===== src/rtl/rom_fetch_arbiter.sv =====
// Round-robin arbiter sharing one combinational sprite ROM among N_REQ burst requesters.
// Returned words form a registered stream tagged with the owning requester's index.
module rom_fetch_arbiter #(
  parameter int N_REQ  = 3,
  parameter int ADDR_W = 8,
  parameter int DATA_W = 16,
  parameter int LEN_W  = 4,
  parameter int ID_W   = (N_REQ > 1) ? $clog2(N_REQ) : 1
) (
  input  logic                    clk,
  input  logic                    reset_n,
  input  logic [N_REQ-1:0]        req,
  input  logic [N_REQ*ADDR_W-1:0] req_addr,
  input  logic [N_REQ*LEN_W-1:0]  req_len,
  output logic [N_REQ-1:0]        gnt,
  output logic                    busy,
  output logic [ADDR_W-1:0]       rom_addr,
  input  logic [DATA_W-1:0]       rom_dout,
  output logic                    rd_valid,
  output logic [DATA_W-1:0]       rd_data,
  output logic [ID_W-1:0]         rd_id,
  output logic                    rd_last
);

  typedef enum logic [0:0] {
    ST_IDLE  = 1'b0,
    ST_BURST = 1'b1
  } state_t;

  state_t              state_q, state_d;
  logic [ID_W-1:0]     owner_q, owner_d;
  logic [ID_W-1:0]     rr_q, rr_d;
  logic [LEN_W-1:0]    cnt_q, cnt_d;
  logic [ADDR_W-1:0]   rom_addr_q, rom_addr_d;
  logic [N_REQ-1:0]    gnt_q, gnt_d;
  logic                busy_q, busy_d;
  logic                rd_valid_q, rd_valid_d;
  logic [DATA_W-1:0]   rd_data_q, rd_data_d;
  logic [ID_W-1:0]     rd_id_q, rd_id_d;
  logic                rd_last_q, rd_last_d;

  logic [ADDR_W-1:0]   addr_arr_s [N_REQ];
  logic [LEN_W-1:0]    len_arr_s  [N_REQ];
  logic                win_found_s;
  logic [ID_W-1:0]     win_idx_s;

  for (genvar g = 0; g < N_REQ; g++) begin : g_unpack
    assign addr_arr_s[g] = req_addr[g*ADDR_W +: ADDR_W];
    assign len_arr_s[g]  = req_len[g*LEN_W +: LEN_W];
  end

  // Winner search: first set request starting at rr and wrapping modulo N_REQ.
  always_comb begin
    int unsigned idx;
    win_found_s = 1'b0;
    win_idx_s   = '0;
    idx         = 0;
    for (int k = 0; k < N_REQ; k++) begin
      idx = (int'(rr_q) + k) % N_REQ;
      if (!win_found_s && req[idx]) begin
        win_found_s = 1'b1;
        win_idx_s   = ID_W'(idx);
      end else begin
        win_found_s = win_found_s;
      end
    end
  end

  // Next-state and registered-output logic for the IDLE/BURST controller.
  always_comb begin
    state_d    = state_q;
    owner_d    = owner_q;
    rr_d       = rr_q;
    cnt_d      = cnt_q;
    rom_addr_d = rom_addr_q;
    gnt_d      = '0;
    busy_d     = 1'b0;
    rd_valid_d = 1'b0;
    rd_data_d  = '0;
    rd_id_d    = '0;
    rd_last_d  = 1'b0;
    case (state_q)
      ST_IDLE: begin
        if (win_found_s) begin
          state_d            = ST_BURST;
          owner_d            = win_idx_s;
          rom_addr_d         = addr_arr_s[win_idx_s];
          cnt_d              = len_arr_s[win_idx_s];
          gnt_d[win_idx_s]   = 1'b1;
          busy_d             = 1'b1;
        end else begin
          state_d = ST_IDLE;
        end
      end
      ST_BURST: begin
        rd_data_d  = rom_dout;
        rd_valid_d = 1'b1;
        rd_id_d    = owner_q;
        rd_last_d  = (cnt_q == '0);
        rom_addr_d = rom_addr_q + ADDR_W'(1);
        cnt_d      = cnt_q - LEN_W'(1);
        if (cnt_q == '0) begin
          state_d = ST_IDLE;
          busy_d  = 1'b0;
          // Pointer moves past the finished owner so it ends up lowest priority.
          if (owner_q == ID_W'(N_REQ - 1)) begin
            rr_d = '0;
          end else begin
            rr_d = owner_q + ID_W'(1);
          end
        end else begin
          busy_d = 1'b1;
        end
      end
      default: begin
        state_d = ST_IDLE;
      end
    endcase
  end

  // State and output registers; reset abandons any burst in flight.
  always_ff @(posedge clk or negedge reset_n) begin
    if (!reset_n) begin
      state_q    <= ST_IDLE;
      owner_q    <= '0;
      rr_q       <= '0;
      cnt_q      <= '0;
      rom_addr_q <= '0;
      gnt_q      <= '0;
      busy_q     <= 1'b0;
      rd_valid_q <= 1'b0;
      rd_data_q  <= '0;
      rd_id_q    <= '0;
      rd_last_q  <= 1'b0;
    end else begin
      state_q    <= state_d;
      owner_q    <= owner_d;
      rr_q       <= rr_d;
      cnt_q      <= cnt_d;
      rom_addr_q <= rom_addr_d;
      gnt_q      <= gnt_d;
      busy_q     <= busy_d;
      rd_valid_q <= rd_valid_d;
      rd_data_q  <= rd_data_d;
      rd_id_q    <= rd_id_d;
      rd_last_q  <= rd_last_d;
    end
  end

  assign gnt      = gnt_q;
  assign busy     = busy_q;
  assign rom_addr = rom_addr_q;
  assign rd_valid = rd_valid_q;
  assign rd_data  = rd_data_q;
  assign rd_id    = rd_id_q;
  assign rd_last  = rd_last_q;

endmodule

===== config.mk =====
export PLATFORM = sky130hd
export DESIGN_NAME = rom_fetch_arbiter
export DESIGN_NICKNAME = d
export VERILOG_FILES = /design/src/rtl/rom_fetch_arbiter.sv
export SDC_FILE = /design/constraint.sdc
export NUM_CORES = 1
export LEC_CHECK = 0
export ABC_AREA = 1
export ABC_CLOCK_PERIOD_IN_PS = 4150
export BUFFER_PORTS_ARGS = -buffer_cell sky130_fd_sc_hd__clkbuf_2
export CORE_ASPECT_RATIO = 1.2
export CORE_MARGIN = 10
export CORE_UTILIZATION = 45
export CTS_CLUSTER_SIZE = 40
export DETAILED_ROUTE_END_ITERATION = 16
export PLACE_DENSITY = 0.75
export SKIP_LAST_GASP = 1
export SLEW_MARGIN = 20
export SYNTH_ARGS = -nofsm -noshare
export SYNTH_HDL_FRONTEND = slang
export SYNTH_SLANG_ARGS = --single-unit

===== constraint.sdc =====
create_clock -name clk -period 4.15 [get_ports clk]
set_input_delay 0.6225 -clock clk [delete_from_list [all_inputs] [get_ports clk]]
set_output_delay 0.6225 -clock clk [all_outputs]
set_load 0.05 [all_outputs]

==> results.md <==
- PwrDens: 772.2 mW/mm²
- First-pass GRT wire length: between 10 and 15 mm
- CTS tree: yes
- Max-slew violations: 0
- Die width: around 85 µm
- Most frequent cells after synthesis: nand2_1 (81), inv_1 (55), dfrtp_1 (40), nand3_1 (35), nor2_1 (24)
- Initial Util: 0.4638
- Area contributors post-synth: dfrtp_1 (44%), nand2_1 (13%), inv_1 (9.1%)
- Die area: between 0.008 and 0.009 mm²
- Leak Pwr: 0.001688 µW
- Initial DRT Pass Iterations: 5
- Largest area contributor in the netlist: dfrtp_1
- Count leader, synth: nand2_1
- Wire per inst: 12.56 µm
- CP Capture Type: flip-flop
- Synthesis Warnings: 0
- Fin crit period: approximately 2.4 ns
- CP startpoint kind: flip-flop
- Layout cells sized above 1: 0.2864
- Largest net degree at the start of global routing: 41
- P&R area growth vs syn: 24.75%
- Outcome: finished clean
- Number of global-route vias before repair: 2,179
- ANT cells: 0
- Hold WC Path Type: input pin to asynchronous set/reset pin
- Worst-Margin Slew: about 0.97 ns
- Placer congestion estimate: slightly above 0.8
- CTS Buf Count: 5
- Hold Vio Cnt, Final: 0
- Max VDD drop: 0.3121 mV
- PortBufs: just under 90
- Filler cell count: 470
- Postcts setup bufs: 0
- CTS Sinks: 40
- Post-route core utilization: 0.5786
- Worst-skew pair later-pin latency: slightly below 0.3 ns
- Post-synth EDFFs: 0
- Critical path class: flip-flop to flip-flop
- Layout Skew: between 0.008 and 0.009 ns
- Synth Register Bits: 40
- # IOs: 89
- Setup-failing EPs final: 0
- Finished Layout Cells: about 460
- Maxcap violations: 0
- Synthesized instance count: 312
- Grt total ovfl: 0
- Synthesized area: around 0.0023 mm²
- Core area: between 0.004 and 0.005 mm²
- Top_reg_cell synth: dfrtp_1
- Final ANT Viol Nets: 0
- Crit-path max FO: 15
- Mapped Avg Cell Area: roughly 7.3 µm²
- Sequential element share of the synthesized area: 0.4400
- CP Data Required Time: approximately 4.3 ns
- Top-area cell type share of the netlist area: 0.4400
- Hold buffers post-CTS: 0
- Net Count, Synth: roughly 380
- Maximum clock rate: approximately 410 MHz
- Cells resized by post-CTS repair: 0
- Via density per instance: 4.701
- Fin crit share: 0.5833
- Layout Nets: approximately 460
- DP Wirelength: 4.655 mm
- Unique masters post-synth: 26
- GRT Util Overall: 0.1428
- Placed insts: 450
- Slew HR: 0.3552
- Post-route DRC: 0
- Antenna violations before repair: 0
- Root Buffer Master: clkbuf_8
- Unrepaired setup endpoints after global routing: false
- Die height: 97.88 µm
- Total number of vias: approximately 2,200
- Rows: 28
- DR iter-0 viols: 77
- H-tree depth: 2
- Fraction of registers with async set/reset: 1.000
- Setup TNS: 0 ns
- Clock transition at path regs: about 0.080 ns
- Routed WL: about 5.8 mm
- Clock Path Buffers: 2
- Crit path DAT: between 2 and 3 ns
worst max-delay path, cell delays in order (launching register included):
cell and delay [ns]:
dfrtp_1 0.38, inv_1 0.08, ha_1 0.38, inv_1 0.08, nand2_1 0.06, nand3_1 0.06
nand2_1 0.11, nand4_1 0.37, nand2_2 0.39, nand2_2 0.07, nand3_1 0.09, nand2_1 0.07
nand2_1 0.09, a21oi_2 0.06
report_power, final:
| group | switching [µW] | leakage [µW] | internal [µW] | total, µW |
|---|---|---|---|---|
| Combinational | 878 | 0.00115 | 358 | 1240 |
| Clock | 138 | 0.0000583 | 181 | 319 |
| Sequential | 116 | 0.000478 | 520 | 636 |
cell type report:
type                            instances  area, µm²  share of cell area
Timing Repair Buffer                   88      440.4              0.1552
Clock buffer                            5      68.82             0.02425
Sequential cell                        40       1001              0.3527
Clock inverter                          3      47.55             0.01675
Inverter                               62      232.7             0.08201
Multi-Input combinational cell        200      972.2              0.3426
Tap cell                               60      75.07             0.02646
sequential cells by signal, indices dropped and copies added (netlist names):
signal	count
rd_valid	1
rd_data	16
rd_id	2
gnt	3
rr_q	2
rom_addr	8
rd_last	1
cnt_q	4
owner_q	2
busy	1
per-stage QoR:
stage               worst slack, ns  total power (µW)  hold slack, ns  cell area, µm²
floorplan                     2.322              1645          0.3269            2275
global placement              1.857              1859          0.4459            2721
detailed placement            1.765              1881          0.4619            2721
CTS                           1.749              2206          0.4909            2838
global route                  1.411              2392          0.5124            2838
finish                        1.729              2191          0.4709            2838
routing by layer:
layer,up-vias,GRT usage,share of wire
met5,-,0,0
met4,0,0.04949,0.013
met3,5,0.05320,0.088
met2,74,0.2315,0.46
met1,946,0.1687,0.44
li1,1128,-,-
logic make-up after synthesis:
kind of cell             Yosys count  synth area share
buffers and inverters             72            0.1326
AND/OR/NAND/NOR                  159            0.3064
adder cells (fa/ha/maj)            7           0.03850
flip-flops                        40            0.4400
XOR/XNOR                           1          0.003851
AO/OA/AOI/OAI                     33           0.07866
cell usage in the layout, fill, tap and decap left out:
cell / instances
clkbuf_2: 88
nand2_1: 81
inv_1: 55
dfrtp_1: 40
nand3_1: 35
nor2_1: 24
a21oi_1: 16
o21ai_0: 10
inv_2: 7
ha_1: 7
nand2_2: 6
clkbuf_8: 5
nand3b_1: 4
nor3_1: 4
o211ai_1: 3
o21ai_1: 2
clkinv_4: 2
nand3_2: 1
nand4_1: 1
nor2_2: 1
a21boi_1: 1
nor2_4: 1
a21oi_2: 1
or2_2: 1
xnor2_1: 1
bufinv_16: 1
final timing paths:
| check | from | endpoint | slack, ns | cells past startpoint |
|---|---|---|---|---|
| min in group clk | owner_q[1] | rd_id[1] | 0.49 | 2 |
| hold reg to reg | owner_q[1] | rd_id[1] | 0.49 | 2 |
| max in group asynchronous | reset_n | rom_addr[6] | 3.08 | 1 |
| hold / removal | reset_n | rd_data[11] | 0.47 | 1 |
| setup / recovery | rr_q[0] | rom_addr[6] | 1.73 | 13 |
| setup reg to reg | rr_q[0] | rom_addr[6] | 1.73 | 13 |
Note: power is estimated with default switching activity, not from simulation.
